<file path="src/rtl/uart_bus_master_pkg.sv">
// uart_bus_master_pkg: command/response byte values, bridge FSM encoding
// and a ceiling-log2 helper used to size the baud and timeout counters.
package uart_bus_master_pkg;

  localparam logic [7:0] OP_WRITE = 8'h57;  // 'W'
  localparam logic [7:0] OP_READ  = 8'h52;  // 'R'
  localparam logic [7:0] RSP_ACK  = 8'h4B;  // 'K'
  localparam logic [7:0] RSP_ERR  = 8'h3F;  // '?'

  typedef enum logic [2:0] {
    ST_IDLE,
    ST_ADDR,
    ST_DATA,
    ST_BUS,
    ST_RESP,
    ST_ERR
  } state_t;

  // Smallest n with 2**n >= v (0 for v <= 1).
  function automatic int clog2(input int v);
    int r;
    r = 0;
    for (int i = 0; i < 31; i++) begin
      if ((1 << i) < v) r = i + 1;
    end
    return r;
  endfunction

endpackage

</file>
<file path="src/rtl/uart_bus_master_phy.sv">
// uart_bus_master_phy: 8x oversampling baud tick, 8N1 receiver with a
// 2-flop synchronizer, and 8N1 transmitter. Byte-level handshake only.
module uart_bus_master_phy
  import uart_bus_master_pkg::*;
#(
  parameter int UART_DIV = 13
) (
  input  logic       clk,
  input  logic       resetn,
  input  logic       ser_rx,
  output logic       ser_tx,
  output logic [7:0] rx_byte,
  output logic       rx_strobe,
  output logic       rx_ferr,
  input  logic [7:0] tx_byte,
  input  logic       tx_load,
  output logic       tx_busy
);

  localparam int DIV_W = (clog2(UART_DIV) < 1) ? 1 : clog2(UART_DIV);
  localparam logic [DIV_W-1:0] DIV_LAST = DIV_W'(UART_DIV - 1);

  logic [DIV_W-1:0] r_div;
  logic             w_tick;

  logic       r_rx_s1, r_rx_s2, r_rx_prev, r_rx_act;
  logic [2:0] r_rx_tcnt;
  logic [3:0] r_rx_bit;
  logic [7:0] r_rx_sh;
  logic       r_rx_strobe, r_rx_ferr;

  logic       r_tx, r_tx_act;
  logic [2:0] r_tx_tcnt;
  logic [3:0] r_tx_left;
  logic [8:0] r_tx_sh;

  assign w_tick    = (r_div == DIV_LAST);
  assign rx_byte   = r_rx_sh;
  assign rx_strobe = r_rx_strobe;
  assign rx_ferr   = r_rx_ferr;
  assign ser_tx    = r_tx;
  assign tx_busy   = r_tx_act;

  // Free-running divider producing one oversample tick every UART_DIV clocks.
  always_ff @(posedge clk or negedge resetn) begin
    if (!resetn)     r_div <= '0;
    else if (w_tick) r_div <= '0;
    else             r_div <= r_div + DIV_W'(1);
  end

  // Two-flop synchronizer plus one delayed copy for falling-edge start detect.
  always_ff @(posedge clk or negedge resetn) begin
    if (!resetn) begin
      r_rx_s1   <= 1'b1;
      r_rx_s2   <= 1'b1;
      r_rx_prev <= 1'b1;
    end else begin
      r_rx_s1   <= ser_rx;
      r_rx_s2   <= r_rx_s1;
      r_rx_prev <= r_rx_s2;
    end
  end

  // Receiver: sample at tick 4 of each bit; bit 0 is start, bit 9 is stop.
  // A start needs a high-to-low edge, so a line held low after a bad stop
  // bit does not immediately retrigger.
  always_ff @(posedge clk or negedge resetn) begin
    if (!resetn) begin
      r_rx_act    <= 1'b0;
      r_rx_tcnt   <= '0;
      r_rx_bit    <= '0;
      r_rx_sh     <= '0;
      r_rx_strobe <= 1'b0;
      r_rx_ferr   <= 1'b0;
    end else begin
      r_rx_strobe <= 1'b0;
      r_rx_ferr   <= 1'b0;
      if (!r_rx_act) begin
        if (r_rx_prev && !r_rx_s2) begin
          r_rx_act  <= 1'b1;
          r_rx_tcnt <= '0;
          r_rx_bit  <= '0;
        end
      end else if (w_tick) begin
        r_rx_tcnt <= r_rx_tcnt + 3'd1;
        if (r_rx_tcnt == 3'd3) begin
          r_rx_bit <= r_rx_bit + 4'd1;
          if (r_rx_bit == 4'd0) begin
            if (r_rx_s2) r_rx_act <= 1'b0;
          end else if (r_rx_bit == 4'd9) begin
            r_rx_act <= 1'b0;
            if (r_rx_s2) r_rx_strobe <= 1'b1;
            else         r_rx_ferr   <= 1'b1;
          end else begin
            r_rx_sh <= {r_rx_s2, r_rx_sh[7:1]};
          end
        end
      end
    end
  end

  // Transmitter: start bit driven at load, then D0..D7 and stop, 8 ticks each.
  always_ff @(posedge clk or negedge resetn) begin
    if (!resetn) begin
      r_tx      <= 1'b1;
      r_tx_act  <= 1'b0;
      r_tx_tcnt <= '0;
      r_tx_left <= '0;
      r_tx_sh   <= '0;
    end else if (!r_tx_act) begin
      if (tx_load) begin
        r_tx      <= 1'b0;
        r_tx_sh   <= {1'b1, tx_byte};
        r_tx_left <= 4'd10;
        r_tx_tcnt <= '0;
        r_tx_act  <= 1'b1;
      end
    end else if (w_tick) begin
      r_tx_tcnt <= r_tx_tcnt + 3'd1;
      if (r_tx_tcnt == 3'd7) begin
        r_tx_left <= r_tx_left - 4'd1;
        if (r_tx_left == 4'd1) begin
          r_tx     <= 1'b1;
          r_tx_act <= 1'b0;
        end else begin
          r_tx    <= r_tx_sh[0];
          r_tx_sh <= {1'b1, r_tx_sh[8:1]};
        end
      end
    end
  end

endmodule

</file>
<file path="src/rtl/uart_bus_master.sv">
// uart_bus_master: UART command frames (W addr data / R addr) to native
// memory bus transactions, with ack/read-data/error replies on the same line.
// Optional inter-byte timeout: define UART_BUS_MASTER_TIMEOUT_EN.
module uart_bus_master
  import uart_bus_master_pkg::*;
#(
  parameter int UART_CLK       = 12000000,
  parameter int BAUD_RATE      = 115200,
  parameter int TIMEOUT_CYCLES = 1200000
) (
  input  logic        clk,
  input  logic        resetn,
  input  logic        ser_rx,
  output logic        ser_tx,
  output logic        mem_valid,
  input  logic        mem_ready,
  output logic [31:0] mem_addr,
  output logic [31:0] mem_wdata,
  output logic [3:0]  mem_wstrb,
  input  logic [31:0] mem_rdata,
  output logic        busy,
  output logic        rx_drop
);

  localparam int UART_DIV = UART_CLK / (BAUD_RATE * 8);
  localparam int DIV_EFF  = (UART_DIV < 1) ? 1 : UART_DIV;

  logic [7:0] w_rx_byte;
  logic       w_rx_strobe, w_rx_ferr, w_tx_busy, w_to_hit;

  state_t      r_state;
  logic        r_wr;
  logic [1:0]  r_cnt;
  logic [31:0] r_resp;
  logic [2:0]  r_left;
  logic [7:0]  r_tx_byte;
  logic        r_tx_load;

  uart_bus_master_phy #(.UART_DIV(DIV_EFF)) u_phy (
    .clk       (clk),
    .resetn    (resetn),
    .ser_rx    (ser_rx),
    .ser_tx    (ser_tx),
    .rx_byte   (w_rx_byte),
    .rx_strobe (w_rx_strobe),
    .rx_ferr   (w_rx_ferr),
    .tx_byte   (r_tx_byte),
    .tx_load   (r_tx_load),
    .tx_busy   (w_tx_busy)
  );

`ifdef UART_BUS_MASTER_TIMEOUT_EN
  localparam int TO_W = clog2(TIMEOUT_CYCLES + 1);
  logic [TO_W-1:0] r_to_cnt;

  assign w_to_hit = (r_to_cnt == TO_W'(TIMEOUT_CYCLES - 1));

  // Silence counter while a command frame is partially received.
  always_ff @(posedge clk or negedge resetn) begin
    if (!resetn) r_to_cnt <= '0;
    else if ((r_state == ST_ADDR || r_state == ST_DATA) && !w_rx_strobe && !w_to_hit)
      r_to_cnt <= r_to_cnt + TO_W'(1);
    else r_to_cnt <= '0;
  end
`else
  // No timeout hardware: a partial frame waits forever (expression is constant false).
  assign w_to_hit = (TIMEOUT_CYCLES < 0);
`endif

  // Command FSM: frame parsing, bus request, reply sequencing, status flags.
  always_ff @(posedge clk or negedge resetn) begin
    if (!resetn) begin
      r_state   <= ST_IDLE;
      r_wr      <= 1'b0;
      r_cnt     <= '0;
      r_resp    <= '0;
      r_left    <= '0;
      r_tx_byte <= '0;
      r_tx_load <= 1'b0;
      mem_valid <= 1'b0;
      mem_addr  <= '0;
      mem_wdata <= '0;
      mem_wstrb <= '0;
      busy      <= 1'b0;
      rx_drop   <= 1'b0;
    end else begin
      r_tx_load <= 1'b0;
      case (r_state)
        ST_IDLE: begin
          if (w_rx_strobe) begin
            busy  <= 1'b1;
            r_cnt <= '0;
            if (w_rx_byte == OP_WRITE || w_rx_byte == OP_READ) begin
              r_wr    <= (w_rx_byte == OP_WRITE);
              rx_drop <= 1'b0;
              r_state <= ST_ADDR;
            end else begin
              r_resp  <= {24'h0, RSP_ERR};
              r_left  <= 3'd1;
              r_state <= ST_ERR;
            end
          end
        end
        ST_ADDR: begin
          if (w_rx_strobe) begin
            mem_addr[8*r_cnt +: 8] <= w_rx_byte;
            r_cnt <= r_cnt + 2'd1;
            if (r_cnt == 2'd3) begin
              if (r_wr) begin
                r_state <= ST_DATA;
              end else begin
                mem_wstrb <= 4'h0;
                mem_valid <= 1'b1;
                r_state   <= ST_BUS;
              end
            end
          end else if (w_rx_ferr || w_to_hit) begin
            busy    <= 1'b0;
            r_state <= ST_IDLE;
          end
        end
        ST_DATA: begin
          if (w_rx_strobe) begin
            mem_wdata[8*r_cnt +: 8] <= w_rx_byte;
            r_cnt <= r_cnt + 2'd1;
            if (r_cnt == 2'd3) begin
              mem_wstrb <= 4'hF;
              mem_valid <= 1'b1;
              r_state   <= ST_BUS;
            end
          end else if (w_rx_ferr || w_to_hit) begin
            busy    <= 1'b0;
            r_state <= ST_IDLE;
          end
        end
        ST_BUS: begin
          if (w_rx_strobe) rx_drop <= 1'b1;
          if (mem_ready) begin
            mem_valid <= 1'b0;
            r_resp    <= r_wr ? {24'h0, RSP_ACK} : mem_rdata;
            r_left    <= r_wr ? 3'd1 : 3'd4;
            r_state   <= ST_RESP;
          end
        end
        ST_RESP, ST_ERR: begin
          if (w_rx_strobe) rx_drop <= 1'b1;
          // r_tx_load blocks a second load before the phy raises tx_busy.
          if (!r_tx_load && !w_tx_busy) begin
            if (r_left != 3'd0) begin
              r_tx_byte <= r_resp[7:0];
              r_resp    <= {8'h0, r_resp[31:8]};
              r_left    <= r_left - 3'd1;
              r_tx_load <= 1'b1;
            end else begin
              busy    <= 1'b0;
              r_state <= ST_IDLE;
            end
          end
        end
        default: r_state <= ST_IDLE;
      endcase
    end
  end

endmodule
</file>
<file path="config.mk">
export PLATFORM = sky130hd
export DESIGN_NAME = uart_bus_master
export DESIGN_NICKNAME = d
export VERILOG_FILES = /design/src/rtl/uart_bus_master_pkg.sv /design/src/rtl/uart_bus_master_phy.sv /design/src/rtl/uart_bus_master.sv
export SDC_FILE = /design/constraint.sdc
export NUM_CORES = 1
export LEC_CHECK = 0
export BUFFER_PORTS_ARGS = -buffer_cell sky130_fd_sc_hd__buf_2
export CORE_ASPECT_RATIO = 0.8
export CORE_MARGIN = 2
export CORE_UTILIZATION = 50
export CTS_CLUSTER_DIAMETER = 30
export DETAILED_ROUTE_END_ITERATION = 8
export PLACE_DENSITY = 0.71
export SLEW_MARGIN = 20
export SYNTH_ARGS = -nofsm -noshare
export SYNTH_HDL_FRONTEND = slang
export SYNTH_SLANG_ARGS = --single-unit
</file>
<file path="constraint.sdc">
create_clock -name clk -period 3.4 [get_ports clk]
set_input_delay 0.34 -clock clk [delete_from_list [all_inputs] [get_ports clk]]
set_output_delay 0.34 -clock clk [all_outputs]
set_load 0.01 [all_outputs]
</file>
==> results of run 1 <==
-- worst register-to-register path, cell delays in order, from the launching register on --
cell and delay, ps:
sky130_fd_sc_hd__dfrtp_1 780, sky130_fd_sc_hd__nand3b_1 440, sky130_fd_sc_hd__o22ai_1 600, sky130_fd_sc_hd__nor3_4 70, sky130_fd_sc_hd__buf_4 320, sky130_fd_sc_hd__mux2_4 400
-- routing by layer --
metal / vias to the layer above / wire length (µm)
met5: - / 0
met4: 0 / 153
met3: 18 / 807
met2: 119 / 7510
met1: 2500 / 7390
li1: 2397 / -
-- kinds of logic (layout without fill, tap and decap cells) --
logic type | Yosys count | in the layout | synth area share [%]
compound gates | 108 | 108 | 10.5
xor+xnor | 6 | 6 | 0.709
fa+ha+maj | 18 | 18 | 3.04
buf+inv | 71 | 186 | 4.19
flops | 161 | 161 | 54.4
mux | 101 | 101 | 16.0
simple gates | 156 | 156 | 11.2
-- stage by stage --
stage / cell area, µm² / std cells / hold WS (ps) / total power (W) / utilization [%]
after floorplan: 7410 / 621 / 44.4 / 0.00201 / -
after global placement: 8100 / 887 / 350 / 0.00208 / 56.3
after detailed placement: 8100 / 887 / 352 / 0.00209 / 56.3
after CTS: 8750 / 920 / 10.2 / 0.00416 / 60.8
after global routing: 8750 / 920 / 8.15 / 0.00426 / 60.8
final: 8750 / 920 / 24.5 / 0.00411 / 60.8
-- sequential cells by signal (all words and copies together), names as in the netlist, 2 cells and up --
register         flops
u_phy.r_tx_sh        9
r_state              3
r_left               3
u_phy.r_rx_bit       4
r_tx_byte            8
r_resp              32
u_phy.r_tx_left      4
r_cnt                2
mem_addr            32
mem_wdata           32
u_phy.r_tx_tcnt      3
u_phy.rx_byte        8
u_phy.r_div          4
u_phy.r_rx_tcnt      3
-- path summary, 6_finish.rpt --
kind | startpoint | endpoint | cells past startpoint
setup / recovery | r_state[0] | r_resp[12] | 5
min in group asynchronous | resetn | mem_addr[20] | 2
hold reg to reg | u_phy.r_rx_s1 | u_phy.r_rx_s2 | 0
hold / removal | ser_rx | u_phy.r_rx_s1 | 1
max in group asynchronous | resetn | u_phy.ser_tx | 3
setup reg to reg | r_state[0] | r_resp[12] | 5
-- power by group through the flow --
stage	clock (W)	combinational [W]	sequential (W)
2_1_floorplan	0	0.0000320	0.00198
3_3_place_gp	0	0.0000990	0.00198
3_5_place_dp	0	0.000107	0.00199
4_1_cts	0.00210	0.000108	0.00195
5_1_grt	0.00218	0.000121	0.00195
6_report	0.00206	0.000104	0.00195
-- cell type report --
class / count / area share (%)
multi-input cells: 389 / 35.1
clock buffers: 20 / 5.33
flip-flops and latches: 161 / 46.1
repair buffers: 118 / 7.30
well taps: 184 / 2.63
clock inverters: 12 / 2.04
inverters: 36 / 1.54
-- cells in the mapped netlist, drive strengths merged (7+ instances only) --
cell type and instances:
clkbuf 25, o21ai 35, nor2 18, buf 10
ha 18, and2 13, nor4 8, mux2i 26
nand3 15, nor2b 7, inv 36, mux2 75
dfrtp 157, nand2 58, a22o 35, a21oi 8
a31oi 7
==> summary.md, run 1 <==
| Metric | Value |
|---|---|
| Core outline area | 14400 µm² |
| Pwr Density | 470 nW/µm² |
| Maximum VDD drop | 0.342 mV |
| Initial Util | 51.5% |
| Worst min-delay path class | in2reg |
| Number of antenna violations at the first check in global routing | 0 |
| Final Hold Viols | 0 |
| Clock root cell | sky130_fd_sc_hd__clkbuf_16 |
| Via-to-Cell Ratio | 5.47 |
| Sequential cell fraction of total power | 47.5% |
| Internal power consumption | 0.00326 W |
| Detailed router's first-iteration violation count | 364 |
| GRT met2 Usage | 31.9% |
| Footprint of the multi-input gates | 3070 µm² |
| Post-place setup slack | 775 ps |
| CP max FO | 35 |
| Setup repair after global routing missed its margin | false |
| Synth Instances | 621 |
| Largest area contributor in the synthesized netlist | sky130_fd_sc_hd__dfrtp_1 |
| Commonest non-fill, non-tap cell in the layout | sky130_fd_sc_hd__dfrtp_1 |
| Failing checks | DRC |
| CTS tree | done |
| Number of flip-flops and latches in the synthesized netlist | 161 |
| Average wire length per cell after detail routing | 17.2 µm |
| Sequential standard cell area | 4030 µm² |
| Residual antenna-violating net count after detailed routing | 0 |
| Family with the most delay on the worst path | flip-flops |
| Sequential cell area fraction in the yosys report | 54.4% |
| Global-route wire length before repair | 26400 µm |
| Delay contributed by the slowest stage of the critical path | 780 ps |
| Detailed-route via count | 5034 |
| Unique cell type count in the Yosys netlist | 59 |
| Main synth FF type | sky130_fd_sc_hd__dfrtp_1 |
| Status | complete, but fails checks |
| Clock network fraction of total power | 50.0% |
| Residual DRC | 1 |
| Half-perimeter wire length after detailed placement | 10800 µm |
| Relative contribution of combinational cells to total power | 2.5% |
| Area share of the largest cell type after synthesis | 53.0% |
| Switching portion of total power | 20.7% |
| Met3 Usage GRT | 5.76% |
| Reported net switching power | 0.000850 W |
| EDFF count, synth | 0 |
| CP arrival | 3040 ps |
| Number of H-tree levels | 4 |
| Startpoint-to-endpoint class of the critical path | reg2reg |
| Final layout net count | 777 |
| Number of hold-repair buffers added at the cts stage | 1 |
| Met1 routing resource usage after global routing | 29.8% |
| Highest-count cells in the layout ignoring fill and taps | 157 x sky130_fd_sc_hd__dfrtp_1, 106 x sky130_fd_sc_hd__buf_2, 58 x sky130_fd_sc_hd__nand2_1 |
| Maximum buffer depth of the clock tree | 2 |
| Launching element type of the critical path | flop |
| Die span in x | 140 µm |
| Number of maximum-capacitance constraint violations | 0 |
| First-pass iteration count of the detailed router | 6 |
| Layout Area Growth over Synthesis | 18.1% |
| Clock insertion delay at the later pin of the skew report | 420 ps |
| Post-layout minimum cycle time | 2730 ps |
| Clock tree sinks | 161 |
| RD Place Congestion | 0.841 |
| Antenna Cells | 0 |
| Number of setup violations in the final report | 0 |
| Worst setup slack after layout | 666 ps |
| Setup Fix Bufs, Post-CTS | 0 |
| Share of layout cells above drive strength 1 | 32.5% |
| Total overflow reported by the global router | 0 |
| Post-synthesis instance area | 7410 µm² |
| All-layer global routing usage | 20.9% |
| Total length of routed wires | 15900 µm |
| FFs w/ async S/R, synth | 100% |
| Synthesized area divided by synthesized cell count | 11.9 µm² |
| Total negative slack | 0 ps |
| Count of buffers inserted at the top-level ports | 107 |
| Final-layout fill cell count | 1126 |
| Least-Margin Pin Slew | 776 ps |
| Post-route fraction of the period consumed by the critical path | 80.4% |
| I/O pin count | 108 |
| FP Rows | 39 |
| Slowest stage cell on the critical path | sky130_fd_sc_hd__dfrtp_1 |
| Most congested layer reported by global routing | met2 |
| Clock slew at the register clock pins of the worst setup and hold paths | 60 ps |
| Post-synth net total | 675 |
| Worst max-slew margin expressed relative to the limit | 48.2% |
| Maximum frequency from static timing analysis | 366 MHz |
| Vias in the first global route | 5135 |
| Leakage power | 4.42 nW |
| Largest cells by area after synthesis | sky130_fd_sc_hd__dfrtp_1 53%, sky130_fd_sc_hd__mux2_2 8.2%, sky130_fd_sc_hd__mux2_4 4.3% |
| Critical Path, Cell by Cell | nand3b_1 > o22ai_1 > nor3_4 > buf_4 > mux2_4 |
| Clock buffers created by TritonCTS | 17 |
| Required time of the critical path | 3700 ps |
| Die height | 113 µm |
| Total Die Area | 15800 µm² |
| Clock skew after layout | 9.20 ps |
| Pin count of the biggest net entering global routing | 75 |
| Kind of capture point of the worst setup path | flop |
| Post-CTS sizing | 0 |
| Yosys warning total | 0 |
| Number of max-slew violations in the final report | 0 |
| WP buf/inv | 1 |
| Register-to-Register Setup Slack | 670 ps |
Power figures use the tool's default switching activity.
==> run 2, diff against run 1 <==
- clock period: 3.4 -> 2.65 ns (I/O delays scaled with it)
==> summary.md, run 2 (synthesized netlist as in run 1, its figures left out) <==
| Metric | Value |
|---|---|
| Launching element type of the critical path | flop (unchanged) |
| Total placed cells including tap cells | 902 (was 887) |
| Highest-count cells in the layout ignoring fill and taps | 157 x sky130_fd_sc_hd__dfrtp_1, 106 x sky130_fd_sc_hd__buf_2, 58 x sky130_fd_sc_hd__nand2_1 (unchanged) |
| Least-Margin Pin Slew | 841 ps (was 776 ps) |
| Post-layout minimum cycle time | 2490 ps (was 2730 ps) |
| Kind of capture point of the worst setup path | flop (unchanged) |
| RD Place Congestion | 0.886 (was 0.841) |
| Residual DRC | 1 (unchanged) |
| First-pass iteration count of the detailed router | 6 (unchanged) |
| Setup repair after global routing missed its margin | false (unchanged) |
| Via-to-Cell Ratio | 5.56 (was 5.47) |
| CP max FO | 25 (was 35) |
| Clock tree sinks | 161 (unchanged) |
| Clock slew at the register clock pins of the worst setup and hold paths | 60 ps (about the same) |
| Half-perimeter wire length after detailed placement | 11400 µm (was 10800 µm) |
| Die span in x | 140 µm (unchanged) |
| Failing checks | DRC (unchanged) |
| CP arrival | 2800 ps (was 3040 ps) |
| I/O pin count | 108 (unchanged) |
| Die height | 113 µm (unchanged) |
| Footprint of the multi-input gates | 3070 µm² (unchanged) |
| Number of setup violations in the final report | 0 (unchanged) |
| Pwr Density | 582 nW/µm² (was 470 nW/µm²) |
| R2r startpoint | r_left[0] (was r_state[0]) |
| Global-route wire length before repair | 27600 µm (was 26400 µm) |
| Hold Startpoint | mem_rdata[31] (was ser_rx) |
| Antenna Cells | 0 (unchanged) |
| Commonest non-fill, non-tap cell in the layout | sky130_fd_sc_hd__dfrtp_1 (unchanged) |
| Number of maximum-capacitance constraint violations | 0 (unchanged) |
| Post-route total power | 0.00515 W (was 0.00411 W) |
| Worst max-slew margin expressed relative to the limit | 43.8% (was 48.2%) |
| Final layout net count | 793 (was 777) |
| Detailed-route via count | 5202 (was 5034) |
| Post-route fraction of the period consumed by the critical path | 93.9% (was 80.4%) |
| Detailed router's first-iteration violation count | 431 (was 364) |
| All-layer global routing usage | 22.0% (was 20.9%) |
| Number of H-tree levels | 4 (unchanged) |
| Register-to-Register Setup Slack | 160 ps (was 670 ps) |
| FP Rows | 39 (unchanged) |
| Post-CTS sizing | 0 (unchanged) |
| Number of max-slew violations in the final report | 0 (unchanged) |
| Total Die Area | 15800 µm² (unchanged) |
| Clock skew after layout | 8.98 ps (was 9.20 ps) |
| Average wire length per cell after detail routing | 17.5 µm (was 17.2 µm) |
| Residual antenna-violating net count after detailed routing | 0 (unchanged) |
| Setup Fix Bufs, Post-CTS | 0 (unchanged) |
| Final Hold Viols | 0 (unchanged) |
| CTS tree | done (unchanged) |
| WHS Endpoint | r_resp[31] (was u_phy.r_rx_s1) |
| Startpoint-to-endpoint class of the critical path | reg2reg (unchanged) |
| Number of antenna violations at the first check in global routing | 0 (unchanged) |
| Share of layout cells above drive strength 1 | 33.2% (was 32.5%) |
| Final Non-Filler Cells | 936 (was 920) |
| Required time of the critical path | 2960 ps (was 3700 ps) |
| Leakage power | 4.49 nW (was 4.42 nW) |
| Pin count of the biggest net entering global routing | 82 (was 75) |
| Total overflow reported by the global router | 0 (unchanged) |
| Endpoint of the lowest-slack register-to-register path | r_resp[22] (was r_resp[12]) |
| Clock insertion delay at the later pin of the skew report | 430 ps (was 420 ps) |
| Worst hold path cell count | 3 (was 1) |
| Core outline area | 14400 µm² (unchanged) |
| Clock root cell | sky130_fd_sc_hd__clkbuf_16 (unchanged) |
| Total length of routed wires | 16400 µm (was 15900 µm) |
| Total negative slack | 0 ps (unchanged) |
| Post-place setup slack | 119 ps (was 775 ps) |
| Vias in the first global route | 5192 (was 5135) |
| Status | complete, but fails checks (unchanged) |
| Leading registers by flop count | mem_addr: 32 flops, mem_wdata: 32 flops, r_resp: 32 flops (unchanged) |
| Maximum frequency from static timing analysis | 402 MHz (was 366 MHz) |
| Worst r2r path cells | 7 (was 5) |
| Clock buffers created by TritonCTS | 17 (unchanged) |
| Worst hold slack | 74.2 ps (was 24.5 ps) |
| Worst min-delay path class | in2reg (unchanged) |
| Maximum buffer depth of the clock tree | 2 (unchanged) |
| Final-layout fill cell count | 1129 (was 1126) |
| Count of buffers inserted at the top-level ports | 107 (unchanged) |
| Maximum VDD drop | 0.411 mV (was 0.342 mV) |
| Initial Util | 51.5% (unchanged) |
| Layout Area Growth over Synthesis | 19.4% (was 18.1%) |
| Sequential standard cell area | 4030 µm² (unchanged) |
| Worst setup slack after layout | 161 ps (was 666 ps) |
==> run 2: cell types whose count changed in the layout (fill, tap and decap cells not counted), sizes merged <==
cell | previous run | this run
clkinvlp | 3 | 2
buf | 117 | 132
clkbuf | 20 | 24
bufinv | 4 | 3
dlygate4sd3 | 1 | 2
inv | 38 | 36
==> run 2: worst max path at each step <==
stage            endpoint  slack, ps  startpoint
6_report       r_resp[22]        160   r_left[0]
5_1_grt        r_resp[21]         40   r_left[0]
4_1_cts        r_resp[21]         90   r_left[0]
3_5_place_dp   r_resp[21]        120   r_left[0]
3_3_place_gp   r_resp[19]        180   r_left[0]
2_1_floorplan   r_left[0]        590  r_state[1]
==> run 2: area by class of cell <==
class	count	share of cell area (%)
clock buffer	24	5.44
clock inverter	8	1.44
inverter	36	1.53
multi-input combinational	389	34.7
sequential	161	45.6
tap	184	2.60
timing repair buffer	134	8.75
==> run 2: worst max-delay path, cell delays in order, from the launching register on <==
cell and delay, ps:
sky130_fd_sc_hd__dfrtp_1 380, sky130_fd_sc_hd__inv_1 70, sky130_fd_sc_hd__ha_1 190, sky130_fd_sc_hd__nor2b_1 180
sky130_fd_sc_hd__o221a_4 310, sky130_fd_sc_hd__nor3_4 600, sky130_fd_sc_hd__buf_12 290, sky130_fd_sc_hd__mux2_2 350
==> run 2: routing by layer <==
| metal | track usage [%] | vias to the layer above | routed length (µm) |
|---|---|---|---|
| met5 | 0 | - | 0 |
| met4 | 7.81 | 0 | 257 |
| met3 | 4.95 | 22 | 850 |
| met2 | 33.6 | 158 | 7650 |
| met1 | 31.4 | 2587 | 7660 |
| li1 | - | 2435 | - |
==> run 2: through the flow <==
step | utilization, % | instance area, µm²
6_report | 61.5 | 8850
5_1_grt | 61.5 | 8850
4_1_cts | 61.5 | 8850
3_5_place_dp | 57.1 | 8220
3_3_place_gp | 57.1 | 8220
2_1_floorplan | - | 7410
==> run 2: report_power, final <==
part | total, W | leakage (nW) | internal, W | switching, W
sequential | 0.00250 | 2.17 | 0.00248 | 0.0000206
combinational | 0.000133 | 2.03 | 0.0000503 | 0.0000830
clock | 0.00251 | 0.291 | 0.00156 | 0.000954
==> run 2: repair_timing <==
item,4_1_cts,5_1_grt
setup endpoints to repair,0,5
endpoints found under the hold margin,76,0
hold buffers,2,0
==> run 3, diff against run 2 <==
- SYNTH_HIERARCHICAL: not set -> 1
==> summary.md, run 3 <==
| Metric | Value |
|---|---|
| Largest cells by area after synthesis | sky130_fd_sc_hd__dfrtp_1 51%, sky130_fd_sc_hd__mux2_2 10%, sky130_fd_sc_hd__a22o_1 4.0% (was sky130_fd_sc_hd__dfrtp_1 53%, sky130_fd_sc_hd__mux2_2 8.2%, sky130_fd_sc_hd__mux2_4 4.3%) |
| Number of setup violations in the final report | 0 (unchanged) |
| Antenna Cells | 0 (unchanged) |
| Half-perimeter wire length after detailed placement | 11900 µm (was 11400 µm) |
| Vias in the first global route | 5468 (was 5192) |
| Maximum buffer depth of the clock tree | 2 (unchanged) |
| Slowest stage cell on the critical path | sky130_fd_sc_hd__dfrtp_1 (was sky130_fd_sc_hd__nor3_4) |
| Sequential cell area fraction in the yosys report | 52.5% (was 54.4%) |
| Final-layout fill cell count | 1205 (was 1129) |
| Sequential standard cell area | 4030 µm² (unchanged) |
| Maximum VDD drop | 0.462 mV (was 0.411 mV) |
| Footprint of the multi-input gates | 3300 µm² (was 3070 µm²) |
| I/O pin count | 108 (unchanged) |
| Clock network fraction of total power | 46.3% (was 48.8%) |
| Fin area | 8980 µm² (was 8850 µm²) |
| Pin count of the biggest net entering global routing | 66 (was 82) |
| Most instantiated cells after synthesis | 157 x sky130_fd_sc_hd__dfrtp_1, 70 x sky130_fd_sc_hd__mux2_2, 39 x sky130_fd_sc_hd__nand2_1 (was 157 x sky130_fd_sc_hd__dfrtp_1, 58 x sky130_fd_sc_hd__nand2_1, 54 x sky130_fd_sc_hd__mux2_2) |
| CTS tree | done (unchanged) |
| Pwr Density | 550 nW/µm² (was 582 nW/µm²) |
| Core outline area | 15000 µm² (was 14400 µm²) |
| Die height | 115 µm (was 113 µm) |
| Most frequent cell on the critical path | sky130_fd_sc_hd__buf_4 |
| CP arrival | 2630 ps (was 2800 ps) |
| Launching element type of the critical path | flop (unchanged) |
| Setup repair after global routing missed its margin | false (unchanged) |
| Die span in x | 143 µm (was 140 µm) |
| Number of max-slew violations in the final report | 0 (unchanged) |
| Internal power consumption | 0.00391 W (was 0.00409 W) |
| FFs w/ async S/R, synth | 100% (unchanged) |
| Post-route fraction of the period consumed by the critical path | 86.2% (was 93.9%) |
| Setup Fix Bufs, Post-CTS | 0 (unchanged) |
| Final Hold Viols | 0 (unchanged) |
| Total negative slack | 0 ps (unchanged) |
| Leading registers by flop count | mem_addr: 32 flops, mem_wdata: 32 flops, r_resp: 32 flops (unchanged) |
| RD Place Congestion | 0.852 (was 0.886) |
| Post-layout util | 59.8% (was 61.5%) |
| Post-layout minimum cycle time | 2280 ps (was 2490 ps) |
| Largest area contributor in the synthesized netlist | sky130_fd_sc_hd__dfrtp_1 (unchanged) |
| Least-Margin Pin Slew | 593 ps (was 841 ps) |
| Total length of routed wires | 17000 µm (was 16400 µm) |
| Share of layout cells above drive strength 1 | 33.7% (was 33.2%) |
| Number of flip-flops and latches in the synthesized netlist | 161 (unchanged) |
| Final Non-Filler Cells | 954 (was 936) |
| Status | finished clean (was complete, but fails checks) |
| CP max FO | 20 (was 25) |
| Worst max-slew margin expressed relative to the limit | 59.4% (was 43.8%) |
| All-layer global routing usage | 21.7% (was 22.0%) |
| Required time of the critical path | 2990 ps (was 2960 ps) |
| EDFF count, synth | 0 (unchanged) |
| Yosys warning total | 6 (was 0) |
| Post-synth net total | 691 (was 675) |
| Maximum frequency from static timing analysis | 438 MHz (was 402 MHz) |
| Cell with the most instances after synthesis | sky130_fd_sc_hd__dfrtp_1 (unchanged) |
| Global-route wire length before repair | 27900 µm (was 27600 µm) |
| Sequential cell fraction of total power | 50.8% (was 48.6%) |
| Clock slew at the register clock pins of the worst setup and hold paths | 60 ps (about the same) |
| Delay contributed by the slowest stage of the critical path | 620 ps (was 600 ps) |
| Total overflow reported by the global router | 0 (unchanged) |
| Kind of capture point of the worst setup path | flop (unchanged) |
| Main synth FF type | sky130_fd_sc_hd__dfrtp_1 (unchanged) |
| Commonest non-fill, non-tap cell in the layout | sky130_fd_sc_hd__dfrtp_1 (unchanged) |
| Post-synthesis instance area | 7680 µm² (was 7410 µm²) |
| Average wire length per cell after detail routing | 17.8 µm (was 17.5 µm) |
| Synth Instances | 637 (was 621) |
| Residual DRC | 0 (was 1) |
| Clock insertion delay at the later pin of the skew report | 420 ps (was 430 ps) |
| Number of antenna violations at the first check in global routing | 0 (unchanged) |
| Startpoint-to-endpoint class of the critical path | reg2reg (unchanged) |
| Number of H-tree levels | 4 (unchanged) |
| Via-to-Cell Ratio | 5.70 (was 5.56) |
| Initial Util | 51.1% (was 51.5%) |
| Layout Area Growth over Synthesis | 17.0% (was 19.4%) |
| Critical Path, Cell by Cell | nand2b_1 > nor4b_2 > o21a_2 > buf_4 > buf_4 > mux2i_1 (was inv_1 > ha_1 > nor2b_1 > o221a_4 > nor3_4 > buf_12 > mux2_2) |
| Detailed router's first-iteration violation count | 401 (was 431) |
| Number of maximum-capacitance constraint violations | 0 (unchanged) |
| Detailed-route via count | 5438 (was 5202) |
| Clock buffers created by TritonCTS | 17 (unchanged) |
| Final layout net count | 808 (was 793) |
| Switching portion of total power | 20.8% (was 20.5%) |
| Residual antenna-violating net count after detailed routing | 0 (unchanged) |
| First-pass iteration count of the detailed router | 6 (unchanged) |
| Relative contribution of combinational cells to total power | 3.0% (was 2.6%) |
| Clock tree sinks | 161 (unchanged) |
| Count of buffers inserted at the top-level ports | 107 (unchanged) |
| Unique cell type count in the Yosys netlist | 68 (was 59) |
| Highest-count cells in the layout ignoring fill and taps | 157 x sky130_fd_sc_hd__dfrtp_1, 106 x sky130_fd_sc_hd__buf_2, 70 x sky130_fd_sc_hd__mux2_2 (was 157 x sky130_fd_sc_hd__dfrtp_1, 106 x sky130_fd_sc_hd__buf_2, 58 x sky130_fd_sc_hd__nand2_1) |
| Clock skew after layout | 7.73 ps (was 8.98 ps) |
| Leakage power | 4.51 nW (was 4.49 nW) |
| Worst min-delay path class | in2reg (unchanged) |
| Post-place instance area | 8420 µm² (was 8220 µm²) |
| Clock root cell | sky130_fd_sc_hd__clkbuf_16 (unchanged) |
| Reported net switching power | 0.00103 W (was 0.00106 W) |
| Total placed cells including tap cells | 922 (was 902) |
| FP Rows | 40 (was 39) |
| Area share of the largest cell type after synthesis | 51.2% (was 53.0%) |
| Synthesized area divided by synthesized cell count | 12.1 µm² (was 11.9 µm²) |
| Total Die Area | 16400 µm² (was 15800 µm²) |
## run 3: changes by cell type after synthesis, sizes merged, moves of 9 or more
cell	delta
a21oi	+16
nand2	-19
mux2	+13
mux2i	-11
buf	+13
nand2b	+9
o21ai	-21
and2	+12
clkbuf	-15
## run 3: cell families (layout without fill, tap and decap cells)
logic type      Yosys count  in the layout  share of synthesized area, %
mux                     103            103                          15.7
flops                   161            161                          52.5
simple gates            159            159                          11.8
xor+xnor                  5              5                         0.570
buf+inv                  67            195                          4.51
compound gates          124            124                          11.9
fa+ha+maj                18             18                          2.93
## run 3: critical path, delay by kind of cell (launching register included)
kind / cells / cell delay, ps
AND/OR/NAND/NOR: 2 / 640
buffers and inverters: 2 / 550
flip-flops: 1 / 620
AO/OA/AOI/OAI: 1 / 200
multiplexers: 1 / 190
## run 3: what timing repair did
| action | 4_1_cts | 5_1_grt |
|---|---|---|
| resized for setup | 0 | 0 |
| hold buffers | 2 | 0 |
| endpoints found under the hold margin | 62 | 0 |
## run 3: layout make-up
| type | count | share of cell area (%) |
|---|---|---|
| Inverter | 34 | 1.42 |
| Clock inverter | 5 | 0.599 |
| Clock buffer | 25 | 5.51 |
| Tap cell | 189 | 2.63 |
| Timing Repair Buffer | 131 | 8.23 |
| Multi-Input combinational cell | 409 | 36.7 |
| Sequential cell | 161 | 44.9 |
## run 3: path summary, 6_finish.rpt
path	from	to	slack (ps)	cells after the start
max reg2reg	r_state[2]	r_resp[25]	370	6
min reg2reg	u_phy/r_rx_s1	u_phy/r_rx_s2	360	0
max	r_state[2]	r_resp[25]	370	6
min	mem_rdata[29]	r_resp[29]	90	3
max in group asynchronous	resetn	mem_addr[20]	1450	3
min in group asynchronous	resetn	mem_wdata[12]	390	2
## run 3: power groups by stage
stage	Clock [W]	Combinational [W]	Sequential [W]
floorplan	0	0.0000503	0.00254
global placement	0	0.000137	0.00255
detailed placement	0	0.000147	0.00255
CTS	0.00234	0.000150	0.00251
global route	0.00246	0.000175	0.00251
finish	0.00229	0.000146	0.00251
## run 3: metrics by stage
stage	setup slack [ps]	hold slack [ps]	total power (W)
floorplan	879	-30.6	0.00260
global placement	495	285	0.00269
global route	216	81.7	0.00514
finish	366	86.0	0.00494
detailed placement	379	291	0.00270
CTS	357	72.4	0.00499
## run 3: layer usage
layer | wire [µm] | global-route usage [%] | share of wire [%] | vias up
met5 | 0 | 0 | 0 | -
met1 | 8000 | 30.2 | 47 | 2733
met2 | 7940 | 33.8 | 47 | 151
li1 | - | - | - | 2533
met3 | 813 | 5.58 | 4.8 | 21
met4 | 239 | 6.40 | 1.4 | 0
